### src/rtl/rs_age_alloc.sv
// Allocation and age tracking for an 8-entry reservation station.
// Exports the {~rdy, sortbit, tag} age keys used by the oldest-ready select tree.
module rs_age_alloc #(
    parameter int RRF_SEL = 6,
    parameter int ENTLEN  = 3,
    localparam int VALLEN = RRF_SEL + 2
) (
    input  logic                  clk,
    input  logic                  reset,
    input  logic                  dp_req0,
    input  logic                  dp_req1,
    input  logic [RRF_SEL-1:0]    dp_tag0,
    input  logic [RRF_SEL-1:0]    dp_tag1,
    input  logic                  dp_rdy0,
    input  logic                  dp_rdy1,
    input  logic                  rrf_wrap,
    input  logic [7:0]            wake_vec,
    input  logic                  iss_vld,
    input  logic [ENTLEN-1:0]     iss_ent,
    input  logic                  kill,
    output logic [ENTLEN-1:0]     dp_ent0,
    output logic [ENTLEN-1:0]     dp_ent1,
    output logic                  stall,
    output logic [3:0]            busy_cnt,
    output logic                  iss_ready,
    output logic [8*ENTLEN-1:0]   entvec,
    output logic [8*VALLEN-1:0]   valvec
);

    logic [7:0]                 valid_r, rdy_r, sort_r;
    logic [7:0][RRF_SEL-1:0]    tag_r;
    logic [7:0]                 valid_s, rdy_s, sort_s;
    logic [7:0][RRF_SEL-1:0]    tag_s;

    logic [ENTLEN-1:0]          ent0_s, ent1_s;
    logic                       found0_s, found1_s;
    logic [3:0]                 busy_s;
    logic                       stall_s;
    logic                       we0_s, we1_s, wrap_clr_s, sort0_s;

    // Lowest and second-lowest free entries, taken from registered valid only
    always_comb begin
        ent0_s   = {ENTLEN{1'b0}};
        ent1_s   = {ENTLEN{1'b0}};
        found0_s = 1'b0;
        found1_s = 1'b0;
        for (int i = 0; i < 8; i++) begin
            if (!valid_r[i]) begin
                if (!found0_s) begin
                    ent0_s   = ENTLEN'(i);
                    found0_s = 1'b1;
                end else if (!found1_s) begin
                    ent1_s   = ENTLEN'(i);
                    found1_s = 1'b1;
                end else begin
                    ent1_s   = ent1_s;
                end
            end else begin
                ent0_s = ent0_s;
            end
        end
    end

    // Occupancy count and the derived full indication
    always_comb begin
        busy_s = 4'd0;
        for (int i = 0; i < 8; i++) begin
            busy_s = busy_s + {3'b000, valid_r[i]};
        end
        stall_s = (busy_s > 4'd6);
    end

    // Write enables; slot 0 is pre-wrap only when a dual dispatch straddles the wrap
    always_comb begin
        we0_s      = dp_req0 & ~stall_s & ~kill;
        we1_s      = dp_req1 & ~stall_s & ~kill;
        wrap_clr_s = rrf_wrap & (we0_s | we1_s);
        sort0_s    = ~(rrf_wrap & we0_s & we1_s & (dp_tag0 > dp_tag1));
    end

    // Per-entry next state: kill > issue > dispatch write > wakeup / wrap clear
    always_comb begin
        valid_s = valid_r;
        rdy_s   = rdy_r;
        sort_s  = sort_r;
        tag_s   = tag_r;
        for (int i = 0; i < 8; i++) begin
            if (kill) begin
                valid_s[i] = 1'b0;
                rdy_s[i]   = 1'b0;
            end else if (iss_vld && (iss_ent == ENTLEN'(i))) begin
                valid_s[i] = 1'b0;
                rdy_s[i]   = 1'b0;
            end else if (we0_s && (ent0_s == ENTLEN'(i))) begin
                valid_s[i] = 1'b1;
                rdy_s[i]   = dp_rdy0;
                sort_s[i]  = sort0_s;
                tag_s[i]   = dp_tag0;
            end else if (we1_s && (ent1_s == ENTLEN'(i))) begin
                valid_s[i] = 1'b1;
                rdy_s[i]   = dp_rdy1;
                sort_s[i]  = 1'b1;
                tag_s[i]   = dp_tag1;
            end else begin
                if (wake_vec[i] && valid_r[i]) begin
                    rdy_s[i] = 1'b1;
                end else begin
                    rdy_s[i] = rdy_r[i];
                end
                if (wrap_clr_s && valid_r[i]) begin
                    sort_s[i] = 1'b0;
                end else begin
                    sort_s[i] = sort_r[i];
                end
            end
        end
    end

    // Entry state registers
    always_ff @(posedge clk or posedge reset) begin
        if (reset) begin
            valid_r <= 8'd0;
            rdy_r   <= 8'd0;
            sort_r  <= 8'd0;
            tag_r   <= '0;
        end else begin
            valid_r <= valid_s;
            rdy_r   <= rdy_s;
            sort_r  <= sort_s;
            tag_r   <= tag_s;
        end
    end

    // Output buses; invalid entries read as all ones so they never win selection
    always_comb begin
        entvec = {(8*ENTLEN){1'b0}};
        valvec = {(8*VALLEN){1'b1}};
        for (int i = 0; i < 8; i++) begin
            entvec[i*ENTLEN +: ENTLEN] = ENTLEN'(i);
            if (valid_r[i]) begin
                valvec[i*VALLEN +: VALLEN] = {~rdy_r[i], sort_r[i], tag_r[i]};
            end else begin
                valvec[i*VALLEN +: VALLEN] = {VALLEN{1'b1}};
            end
        end
        dp_ent0   = ent0_s;
        dp_ent1   = ent1_s;
        stall     = stall_s;
        busy_cnt  = busy_s;
        iss_ready = |(valid_r & rdy_r);
    end

endmodule

### config.mk
export PLATFORM = sky130hd
export DESIGN_NAME = rs_age_alloc
export DESIGN_NICKNAME = d
export VERILOG_FILES = /design/src/rtl/rs_age_alloc.sv
export SDC_FILE = /design/constraint.sdc
export NUM_CORES = 1
export LEC_CHECK = 0
export BUFFER_PORTS_ARGS = -buffer_cell sky130_fd_sc_hd__buf_2
export CAP_MARGIN = 30
export CORE_MARGIN = 4
export CORE_UTILIZATION = 58
export DETAILED_ROUTE_END_ITERATION = 16
export PLACE_DENSITY = 0.86
export SYNTH_ARGS = -nofsm -noshare
export SYNTH_HDL_FRONTEND = slang
export SYNTH_SLANG_ARGS = --single-unit
### constraint.sdc
create_clock -name clk -period 12.3 [get_ports clk]
set_clock_uncertainty 0.15 [all_clocks]
set_input_delay 1.23 -clock clk [delete_from_list [all_inputs] [get_ports clk]]
set_output_delay 1.23 -clock clk [all_outputs]
set_load 0.01 [all_outputs]
==> results.rst, run 1 <==
.. list-table::
   :header-rows: 1

   * - Metric
     - Value
   * - Run status
     - completed
   * - # clock sinks
     - 72
   * - Number of instances in the synthesized netlist
     - 620
   * - Number of top-level design ports
     - 132
   * - Post-layout min period
     - 6.14 ns
   * - Biggest area contributors in the synthesized netlist
     - dfrtp_1 35%, nand2b_1 7.3%, a21oi_1 6.4%, buf_4 3.9%, mux2i_1 3.8%
   * - Routed WL
     - 16500 um
   * - Share of cells above drive strength 1
     - 21.7%
   * - Number of cells on the worst hold path
     - 1
   * - Reg area
     - 1800 um2
   * - Total of hold buffers inserted after clock tree synthesis
     - 0
   * - Tot GR Track Use
     - 32.0%
   * - FF-to-FF setup slack
     - 6.16 ns
   * - Beginning of the worst register-to-register path
     - valid_r[3]
   * - Number of clock buffers inserted by TritonCTS
     - 9
   * - Number of routed nets with antenna violations
     - 0
   * - Wire length of the first global-routing pass
     - 25900 um
   * - Post-synth design cell area
     - 5200 um2
   * - Grt total ovfl
     - 0
   * - Highest Clock Rate
     - 0.163 GHz
   * - Type of origin of the critical path
     - flip-flop
   * - Element type at the critical path end
     - flip-flop
   * - Clock edge transition at the registers on the reported setup and hold paths
     - 0.08 ns
   * - Met3 wirelength from detailed routing
     - 2370 um
   * - Post-DP HPWL
     - 11600 um
   * - Drt wl/cell
     - 20.3 um
   * - Post-layout power
     - 0.700 mW
   * - Met1 wire length
     - 6070 um
   * - Highest ir drop seen on vdd
     - 0.0693 mV
   * - Met2 layer wire length in the routed design
     - 7300 um
   * - Maximum clock path buffer count
     - 2
   * - Area used by multi-input combinational logic
     - 2990 um2
   * - Post-place setup slack
     - 6.23 ns
   * - Number of iterations in the first detailed-routing pass
     - 6
   * - Post-Syn Area per Cell
     - 8.39 um2
   * - Final number of setup-violating endpoints
     - 0
   * - Distinct cells, synth
     - 68
   * - Worst reg2reg path endpoint
     - tag_r[27]
   * - Site Rows
     - 34
   * - Pin count of the biggest net entering global routing
     - 73
   * - Slew headroom
     - 36.7%
   * - Post-CTS setup buffer count
     - 0
   * - Top routing layer in use
     - met4
   * - DIE HEIGHT
     - 103 um
   * - Worst-Margin Slew
     - 0.937 ns
   * - Signal arrival time at the worst endpoint
     - 6.26 ns
   * - Overall die width
     - 103 um
   * - Number of cells in the design after placement
     - 792
   * - Reg2Reg Depth
     - 16
   * - Share of the yosys chip area belonging to registers
     - 34.6%
   * - RSZ-0062 raised after global routing
     - no
   * - Number of levels the H-tree was split into
     - 3
   * - Layout overhead on the synthesized area
     - 13.1%
   * - Number of antenna diodes
     - 0
   * - Most common flop cell mapped by yosys
     - dfrtp_1
   * - Number of warnings issued by yosys
     - 0
   * - Most common cell after layout, fill and taps aside
     - buf_2
   * - Post-layout net count
     - 746
   * - Vias in the first global route
     - 5030
   * - Count of input and output buffers
     - 107
   * - Hold_sp
     - sort_r[7]
   * - Data required time at the worst endpoint
     - 12.41 ns
   * - Area share of the largest cell type after synthesis
     - 34.6%
   * - Crit path kind
     - flip-flop to flip-flop
   * - Resize count post-CTS
     - 0
   * - TNS Setup
     - 0 ns
   * - Initial drt markers
     - 607
   * - Top library cells by usage in the layout, fill and taps aside
     - 107 x buf_2, 72 x dfrtp_1, 67 x a21oi_1, 61 x nand2b_1, 43 x nand2_1
   * - Final count of hold timing violations
     - 0
   * - Final setup margin
     - 6.16 ns
   * - Final Slew Violations
     - 0
   * - Number of enable-type register cells in the synthesized netlist
     - 0
   * - Die Footprint
     - 10500 um2
   * - Leakage power summed over all cells
     - 2.68 nW
   * - Post-synthesis sequential element count
     - 72
   * - Cell taking the most area after synthesis
     - dfrtp_1
   * - Post-route insts no fill
     - 809
   * - Skew-Pair Late Insertion Delay
     - 0.35 ns
   * - GP Congestion
     - 0.972
   * - Min Hold Slack
     - 0.349 ns
   * - Largest fanout on the critical path
     - 22
   * - Via count
     - 5196
   * - Min-Delay Endpoint
     - sort_r[7]
   * - DRC violation count after routing
     - 0
   * - Power density over cell area
     - 119 nW/um2
   * - Share of async-settable or async-resettable flops after synthesis
     - 100%
   * - Clock tree from TritonCTS
     - yes
   * - Crit share post-route
     - 49.9%
   * - Number of filler cells placed in the layout
     - 704
   * - Worst min-delay path category
     - flip-flop to flip-flop
   * - Antenna violations before repair
     - 0
   * - Initial standard-cell utilization of the core
     - 59.7%
   * - Core area
     - 8720 um2
   * - Clk Tree Root Cell
     - clkbuf_8
   * - Post-detailed-route via-to-cell ratio
     - 6.42
   * - MaxCap Viol Count
     - 0
==> metal layers <==
layer  track usage, %  vias to the layer above
li1                 -                     2315
met1             43.1                     2392
met2             48.2                      414
met3             9.00                       75
met4             13.9                        0
met5                0                        -
==> kinds of logic after synthesis <==
| kind of cell | count (synthesis) | synth area share [%] |
|---|---|---|
| buffers and inverters | 100 | 9.57 |
| and+or+nand+nor | 210 | 21.3 |
| adders and majority gates | 19 | 5.12 |
| xor gates and xnor gates | 2 | 0.337 |
| AOI/OAI and AO/OA | 195 | 25.1 |
| muxes | 20 | 3.85 |
| DFF | 72 | 34.6 |
| other | 2 | 0.144 |
==> Yosys cell counts (8+ instances only) <==
cell type  number
a21oi_1        67
a31oi_1        16
buf_4          27
ha_1           14
o21ai_0        14
clkbuf_1       25
nand3_1        23
nand2_1        43
inv_1          28
buf_2          11
nand2b_1       61
and2_1          8
nor2_1         39
o22ai_1        22
mux2i_1        20
dfrtp_1        72
o22a_1         11
==> final cells by class <==
type                    instances  share of cell area, %
multi-input cells             470                   50.7
flip-flops and latches         72                   30.6
repair buffers                114                   10.3
clock buffers                  11                   2.40
well taps                     108                   2.30
inverters                      29                   1.85
clock inverters                 5                   1.76
==> sequential cells by signal, summed over array words and instances (netlist names) <==
| name | count |
|---|---|
| sort_r | 8 |
| rdy_r | 8 |
| valid_r | 8 |
| tag_r | 48 |
==> through the flow <==
step	utilization, %	area, um2
2_1_floorplan	-	5290
3_3_place_gp	64.3	5610
3_5_place_dp	64.3	5610
4_1_cts	67.2	5860
5_1_grt	67.5	5880
6_report	67.5	5880
==> worst max path at each step <==
stage | startpoint | to | slack [ns] | cells past startpoint
floorplan | valid_r[0] | tag_r[19] | 7.40 | 18
global placement | valid_r[3] | sort_r[0] | 6.56 | 16
detailed placement | valid_r[3] | tag_r[27] | 6.23 | 16
CTS | valid_r[3] | tag_r[27] | 6.25 | 16
global route | valid_r[3] | sort_r[4] | 5.74 | 16
finish | valid_r[3] | tag_r[27] | 6.16 | 16
==> power breakdown <==
part / leakage [nW] / internal (mW) / switching, mW
logic: 1.62 / 0.0686 / 0.0909
registers: 0.933 / 0.278 / 0.0269
clock network: 0.124 / 0.140 / 0.0949
total: 2.68 / 0.487 / 0.213
==> worst max-delay path, stage by stage, from the launching register on <==
cell and delay [ns]:
dfrtp_1 0.86, inv_1 0.34, fa_1 0.58, fa_1 0.43, fa_1 0.44, inv_1 0.07
ha_1 0.17, inv_1 0.06, fa_1 0.50, nor2b_1 0.07, a221oi_1 0.47, nand2_1 0.14
nor3_1 0.41, nand4_1 0.30, a21oi_1 0.76, nor2_1 0.11, a21oi_1 0.21
No activity file was read; power rests on OpenSTA's default activity.
==> run 2, diff against run 1 <==
--- a/config.mk
+++ b/config.mk
@@ -8,9 +8,9 @@
 export BUFFER_PORTS_ARGS = -buffer_cell sky130_fd_sc_hd__buf_2
 export CAP_MARGIN = 30
 export CORE_MARGIN = 4
-export CORE_UTILIZATION = 58
+export CORE_UTILIZATION = 49
 export DETAILED_ROUTE_END_ITERATION = 16
-export PLACE_DENSITY = 0.86
+export PLACE_DENSITY = 0.78
 export SYNTH_ARGS = -nofsm -noshare
 export SYNTH_HDL_FRONTEND = slang
 export SYNTH_SLANG_ARGS = --single-unit
==> constraint.sdc (replaced) <==
create_clock -name clk -period 5.6 [get_ports clk]
set_clock_uncertainty 0.15 [all_clocks]
set_input_delay 0.56 -clock clk [delete_from_list [all_inputs] [get_ports clk]]
set_output_delay 0.56 -clock clk [all_outputs]
set_load 0.01 [all_outputs]
==> results.rst, run 2 (synthesized netlist as in run 1, its figures left out) <==
.. list-table::
   :header-rows: 1

   * - Metric
     - Value
   * - Highest Clock Rate
     - 0.193 GHz (+19%)
   * - Initial drt markers
     - 530 (-13%)
   * - Element type at the critical path end
     - flip-flop
   * - Clock edge transition at the registers on the reported setup and hold paths
     - 0.07 ns (about the same)
   * - Skew-Pair Late Insertion Delay
     - 0.35 ns (about the same)
   * - Wire length of the first global-routing pass
     - 26600 um (+2.8%)
   * - Crit share post-route
     - 92.5% (+43 points)
   * - Worst-Margin Slew
     - 0.926 ns (-0.0112 ns)
   * - Top delay family on crit path
     - adder cells
   * - Global route hottest layer
     - met2
   * - Final count of hold timing violations
     - 0 (unchanged)
   * - Post-route insts no fill
     - 847 (+4.7%)
   * - Number of antenna diodes
     - 0 (unchanged)
   * - Crit path kind
     - flip-flop to flip-flop
   * - # clock sinks
     - 72 (unchanged)
   * - Count of input and output buffers
     - 107 (unchanged)
   * - Post-route core utilization
     - 57.5% (-10 points)
   * - Flip-flop count of the largest register, all copies and words added
     - 48 (unchanged)
   * - Site Rows
     - 37 (+8.8%)
   * - DRC violation count after routing
     - 0 (unchanged)
   * - Via count
     - 5097 (-1.9%)
   * - Grt total ovfl
     - 0 (unchanged)
   * - Power density over cell area
     - 239 nW/um2 (+100%)
   * - TNS Setup
     - 0 ns (unchanged)
   * - Clock tree from TritonCTS
     - yes
   * - Initial standard-cell utilization of the core
     - 50.4% (-9.3 points)
   * - DIE HEIGHT
     - 111 um (+8.1%)
   * - Tot GR Track Use
     - 27.0% (-4.9 points)
   * - Layout overhead on the synthesized area
     - 14.0%
   * - Post-layout min period
     - 5.18 ns (-0.965 ns)
   * - Final Slew Violations
     - 0 (unchanged)
   * - Total non-filler cell area in the finished layout
     - 5930 um2 (+0.81%)
   * - Maximum clock path buffer count
     - 2 (unchanged)
   * - Overall die width
     - 111 um (+8.1%)
   * - Final setup margin
     - 0.423 ns (-5.74 ns)
   * - Routed WL
     - 17000 um (+3.0%)
   * - MaxCap Viol Count
     - 0 (unchanged)
   * - Pin count of the biggest net entering global routing
     - 73 (unchanged)
   * - Post-placement cell area
     - 5740 um2 (+2.4%)
   * - Largest fanout on the critical path
     - 10 (-55%)
   * - Type of origin of the critical path
     - flip-flop
   * - GR Layer Usage met3
     - 6.33% (-2.7 points)
   * - Number of cells in the design after placement
     - 833 (+5.2%)
   * - Most frequent CP cell
     - fa_1
   * - Largest register by flop count
     - tag_r
   * - Post-detailed-route via-to-cell ratio
     - 6.02 (-6.3%)
   * - Top library cells by usage in the layout, fill and taps aside
     - 107 x buf_2, 72 x dfrtp_1, 67 x a21oi_1, 61 x nand2b_1, 43 x nand2_1
   * - Clk Tree Root Cell
     - clkbuf_8
   * - Core area
     - 10300 um2 (+18%)
   * - Slowest library cell on the worst path
     - a221oi_1
   * - Post-DP HPWL
     - 12400 um (+7.6%)
   * - Most common cell after layout, fill and taps aside
     - buf_2
   * - Data required time at the worst endpoint
     - 5.74 ns (-6.67 ns)
   * - Met2 usage
     - 40.8% (-7.4 points)
   * - Signal arrival time at the worst endpoint
     - 5.32 ns (-0.94 ns)
   * - GP Congestion
     - 0.980 (+0.85%)
   * - Post-layout net count
     - 759 (+1.7%)
   * - Final number of setup-violating endpoints
     - 0 (unchanged)
   * - Number of routed nets with antenna violations
     - 0 (unchanged)
   * - Number of buffer and inverter instances along the worst setup path
     - 3 (unchanged)
   * - Number of top-level design ports
     - 132 (unchanged)
   * - Leakage power summed over all cells
     - 2.70 nW (+0.81%)
   * - Drt wl/cell
     - 20.0 um (-1.6%)
   * - Number of levels the H-tree was split into
     - 3 (unchanged)
   * - Highest ir drop seen on vdd
     - 0.199 mV (+190%)
   * - Slew headroom
     - 37.5% (+0.75 points)
   * - Met1 Track Usage GR
     - 37.3% (-5.8 points)
   * - Share of cells above drive strength 1
     - 22.8% (+1.1 points)
   * - Post-place setup slack
     - 0.393 ns (-5.84 ns)
   * - Number of iterations in the first detailed-routing pass
     - 5 (-1)
   * - Worst min-delay path category
     - primary input to asynchronous set/reset pin
   * - Largest stage delay on the critical path
     - 0.54 ns (-0.32 ns)
   * - Run status
     - completed
   * - Antenna violations before repair
     - 0 (unchanged)
   * - Number of filler cells placed in the layout
     - 963 (+37%)
   * - Total of hold buffers inserted after clock tree synthesis
     - 0 (unchanged)
   * - Number of clock buffers inserted by TritonCTS
     - 9 (unchanged)
   * - Vias in the first global route
     - 4884 (-2.9%)
   * - Die Footprint
     - 12300 um2 (+17%)
   * - RSZ-0062 raised after global routing
     - no
   * - Cell-by-cell trace of the critical path
     - inv_1 > fa_1 > fa_1 > fa_1 > inv_1 > ha_1 > inv_1 > fa_1 > nor2b_1 > a221oi_1 > and2_1 > and2_1 > nand3_1 > nand4_2 > a2bb2oi_1 > o22a_1
## run 2: stage by stage
| step | hold slack [ns] | power, mW |
|---|---|---|
| finish | 0.329 | 1.42 |
| global route | 0.360 | 1.49 |
| CTS | 0.352 | 1.42 |
| detailed placement | 0.336 | 1.02 |
| global placement | 0.328 | 1.01 |
| floorplan | 0.301 | 0.919 |
## run 2: what timing repair did
item                       CTS  global route
setup buffers                0             0
setup endpoints to repair    0             9
resized for setup            0             1
hold endpoints to repair     0             0
## run 2: worst paths after layout
| path | from | end | slack [ns] | cells after the start |
|---|---|---|---|---|
| setup / recovery | valid_r[1] | tag_r[18] | 0.42 | 16 |
| hold / removal | reset | tag_r[37] | 0.33 | 3 |
| setup reg to reg | valid_r[1] | tag_r[18] | 0.42 | 16 |
| hold reg to reg | sort_r[7] | sort_r[7] | 0.35 | 1 |
| max in group asynchronous | reset | tag_r[3] | 4.37 | 3 |
| min in group clk | sort_r[7] | sort_r[7] | 0.35 | 1 |
## run 2: worst min-delay path: cells and delay by family
family	cells	cell delay, ns
buf+inv	3	0.82
## run 2: layer usage
layer  vias up  wire length (um)  share of wire, %
li1       2333                 -                 -
met1      2426              7150                42
met2       298              7760                46
met3        40              1620               9.6
met4         0               426               2.5
met5         -                 0                 0
## run 2: area by class of cell
class / count / area (um2) / area share (%)
clock buffer: 12 / 145 / 2.45
clock inverter: 1 / 30.0 / 0.506
inverter: 29 / 109 / 1.84
multi-input combinational: 470 / 2990 / 50.4
sequential: 72 / 1800 / 30.4
tap: 136 / 170 / 2.87
timing repair buffer: 127 / 686 / 11.6
## run 2: power by group
part | internal [mW] | switching (mW) | leakage [nW]
clock | 0.211 | 0.186 | 0.0884
combinational | 0.153 | 0.206 | 1.68
sequential | 0.612 | 0.0478 | 0.933
total | 0.976 | 0.440 | 2.70
==> run 3, diff against run 2 <==
--- a/config.mk
+++ b/config.mk
@@ -7,10 +7,12 @@
 export LEC_CHECK = 0
 export BUFFER_PORTS_ARGS = -buffer_cell sky130_fd_sc_hd__buf_2
 export CAP_MARGIN = 30
+export CELL_PAD_IN_SITES_DETAIL_PLACEMENT = 1
+export CELL_PAD_IN_SITES_GLOBAL_PLACEMENT = 1
 export CORE_MARGIN = 4
-export CORE_UTILIZATION = 49
+export CORE_UTILIZATION = 36
 export DETAILED_ROUTE_END_ITERATION = 16
-export PLACE_DENSITY = 0.78
+export PLACE_DENSITY_LB_ADDON = 0.1
 export SYNTH_ARGS = -nofsm -noshare
 export SYNTH_HDL_FRONTEND = slang
 export SYNTH_SLANG_ARGS = --single-unit
==> results.rst, run 3 (synthesized netlist as in run 1, its figures left out) <==
.. list-table::
   :header-rows: 1

   * - Metric
     - Value
   * - Post-layout min period
     - 5.29 ns (+0.114 ns)
   * - Initial drt markers
     - 345 (-35%)
   * - Final number of setup-violating endpoints
     - 0 (unchanged)
   * - Pin count of the biggest net entering global routing
     - 73 (unchanged)
   * - Leakage power summed over all cells
     - 2.77 nW (+2.7%)
   * - Worst-Margin Slew
     - 0.940 ns (+0.0143 ns)
   * - Largest register by flop count
     - tag_r
   * - Crit path kind
     - flip-flop to flip-flop
   * - Wire length of the first global-routing pass
     - 29900 um (+12%)
   * - Top delay family on crit path
     - adder cells
   * - Post-layout net count
     - 760 (+0.13%)
   * - Number of buffer and inverter instances along the worst setup path
     - 3 (unchanged)
   * - Number of levels the H-tree was split into
     - 3 (unchanged)
   * - Slew headroom
     - 36.5% (-0.97 points)
   * - Post-route core utilization
     - 43.8% (-14 points)
   * - Routed WL
     - 19400 um (+14%)
   * - # clock sinks
     - 72 (unchanged)
   * - GP Congestion
     - 0.940 (-4.1%)
   * - Core area
     - 14000 um2 (+36%)
   * - Clock tree from TritonCTS
     - yes
   * - Crit share post-route
     - 94.5% (+2.0 points)
   * - Grt total ovfl
     - 0 (unchanged)
   * - Most common cell after layout, fill and taps aside
     - buf_2
   * - Signal arrival time at the worst endpoint
     - 5.44 ns (+0.12 ns)
   * - Data required time at the worst endpoint
     - 5.74 ns (about the same)
   * - Top library cells by usage in the layout, fill and taps aside
     - 107 x buf_2, 72 x dfrtp_1, 67 x a21oi_1, 61 x nand2b_1, 43 x nand2_1
   * - MaxCap Viol Count
     - 0 (unchanged)
   * - Share of cells above drive strength 1
     - 23.4% (+0.57 points)
   * - TNS Setup
     - 0 ns (unchanged)
   * - Post-DP HPWL
     - 14000 um (+12%)
   * - Reg2Reg Depth
     - 16 (unchanged)
   * - DIE HEIGHT
     - 128 um (+15%)
   * - Cell-by-cell trace of the critical path
     - inv_1 > fa_1 > fa_1 > fa_1 > inv_1 > ha_1 > inv_1 > fa_1 > nor2b_1 > a221oi_1 > and2_1 > and2_1 > nand3_1 > nand4_2 > a2bb2oi_1 > o22a_1
   * - Slowest library cell on the worst path
     - a221oi_1
   * - Number of iterations in the first detailed-routing pass
     - 5 (unchanged)
   * - Highest ir drop seen on vdd
     - 0.118 mV (-41%)
   * - DRC violation count after routing
     - 0 (unchanged)
   * - Largest stage delay on the critical path
     - 0.58 ns (+0.04 ns)
   * - Power density over cell area
     - 271 nW/um2 (+14%)
   * - Clock edge transition at the registers on the reported setup and hold paths
     - 0.06 ns (about the same)
   * - Drt wl/cell
     - 21.7 um (+8.3%)
   * - Element type at the critical path end
     - flip-flop
   * - Largest fanout on the critical path
     - 10 (unchanged)
   * - Clk Tree Root Cell
     - clkbuf_16
   * - Worst min-delay path category
     - primary input to asynchronous set/reset pin
   * - Number of clock buffers inserted by TritonCTS
     - 9 (unchanged)
   * - FF-to-FF setup slack
     - 0.31 ns (-0.11 ns)
   * - Flip-flop count of the largest register, all copies and words added
     - 48 (unchanged)
   * - Number of antenna diodes
     - 0 (unchanged)
   * - Tot GR Track Use
     - 23.7% (-3.3 points)
   * - Post-placement cell area
     - 5810 um2 (+1.1%)
   * - Highest Clock Rate
     - 0.189 GHz (-2.2%)
   * - Number of top-level design ports
     - 132 (unchanged)
   * - Vias in the first global route
     - 5161 (+5.7%)
   * - Type of origin of the critical path
     - flip-flop
   * - Via count
     - 5135 (+0.75%)
   * - RSZ-0062 raised after global routing
     - no
   * - Total non-filler cell area in the finished layout
     - 6160 um2 (+3.8%)
   * - Die Footprint
     - 16400 um2 (+33%)
   * - Most frequent CP cell
     - fa_1
   * - Skew-Pair Late Insertion Delay
     - 0.36 ns (about the same)
   * - Run status
     - completed
   * - Crit. path cell count
     - 16 (unchanged)
   * - Global route hottest layer
     - met2
   * - Layout overhead on the synthesized area
     - 18.3%
   * - Site Rows
     - 43 (+16%)
   * - Post-detailed-route via-to-cell ratio
     - 5.74 (-4.7%)
   * - Post-CTS setup buffer count
     - 0 (unchanged)
   * - Number of routed nets with antenna violations
     - 0 (unchanged)
   * - Count of input and output buffers
     - 107 (unchanged)
   * - Initial standard-cell utilization of the core
     - 37.0% (-13 points)
   * - Met1 Track Usage GR
     - 33.6% (-3.7 points)
   * - Final count of hold timing violations
     - 0 (unchanged)
   * - Antenna violations before repair
     - 0 (unchanged)
   * - GR Layer Usage met3
     - 4.13% (-2.2 points)
   * - Final Slew Violations
     - 0 (unchanged)
   * - Maximum clock path buffer count
     - 2 (unchanged)
   * - Overall die width
     - 128 um (+15%)
   * - Met2 usage
     - 36.2% (-4.6 points)
   * - Total of hold buffers inserted after clock tree synthesis
     - 0 (unchanged)
   * - Resize count post-CTS
     - 0 (unchanged)
## run 3: layout make-up
type	instances	area (um2)
well taps	180	225
multi-input cells	470	2990
repair buffers	128	713
fillers	1684	7890
clock buffers	9	225
flip-flops and latches	72	1800
clock inverters	7	96.3
inverters	29	109
## run 3: routing by layer
metal,vias to the layer above,share of wire (%),routed length [um]
met5,-,0,0
met4,0,2.7,527
met3,34,6.0,1170
met2,187,46,8910
met1,2570,45,8790
li1,2344,-,-
## run 3: final timing paths
| path | start | to |
|---|---|---|
| max in group asynchronous | reset | tag_r[6] |
| worst min-delay path | reset | tag_r[27] |
| worst max register to register | valid_r[1] | tag_r[18] |
| worst max-delay path | valid_r[1] | tag_r[18] |
| worst min register to register | tag_r[18] | tag_r[18] |
| min in group clk | tag_r[18] | tag_r[18] |
## run 3: where the power goes
part           total, mW  switching (mW)  leakage [nW]  internal [mW]
combinational      0.367           0.212          1.69          0.155
clock              0.642           0.252         0.148          0.390
sequential         0.660          0.0478         0.933          0.612
total               1.67           0.512          2.77           1.16
## run 3: per-stage QoR
stage | worst slack, ns | cells | power, mW | hold slack, ns
2_1_floorplan | 0.702 | 642 | 0.919 | 0.301
3_3_place_gp | 0.533 | 878 | 1.02 | 0.331
4_1_cts | 0.354 | 894 | 1.68 | 0.345
6_report | 0.308 | 895 | 1.67 | 0.0232
5_1_grt | 0.0403 | 895 | 1.75 | 0.0320
3_5_place_dp | 0.376 | 878 | 1.03 | 0.331
## run 3: worst register-to-register path: stages, from the launching register on
cell       delay [ns]
dfrtp_1          0.38
inv_1            0.14
fa_1             0.45
fa_1             0.51
fa_1             0.40
inv_1            0.07
ha_1             0.17
inv_1            0.06
fa_1             0.50
nor2b_1          0.07
a221oi_1         0.58
and2_1           0.27
and2_1           0.34
nand3_1          0.41
nand4_2          0.37
a2bb2oi_1        0.21
o22a_1           0.14
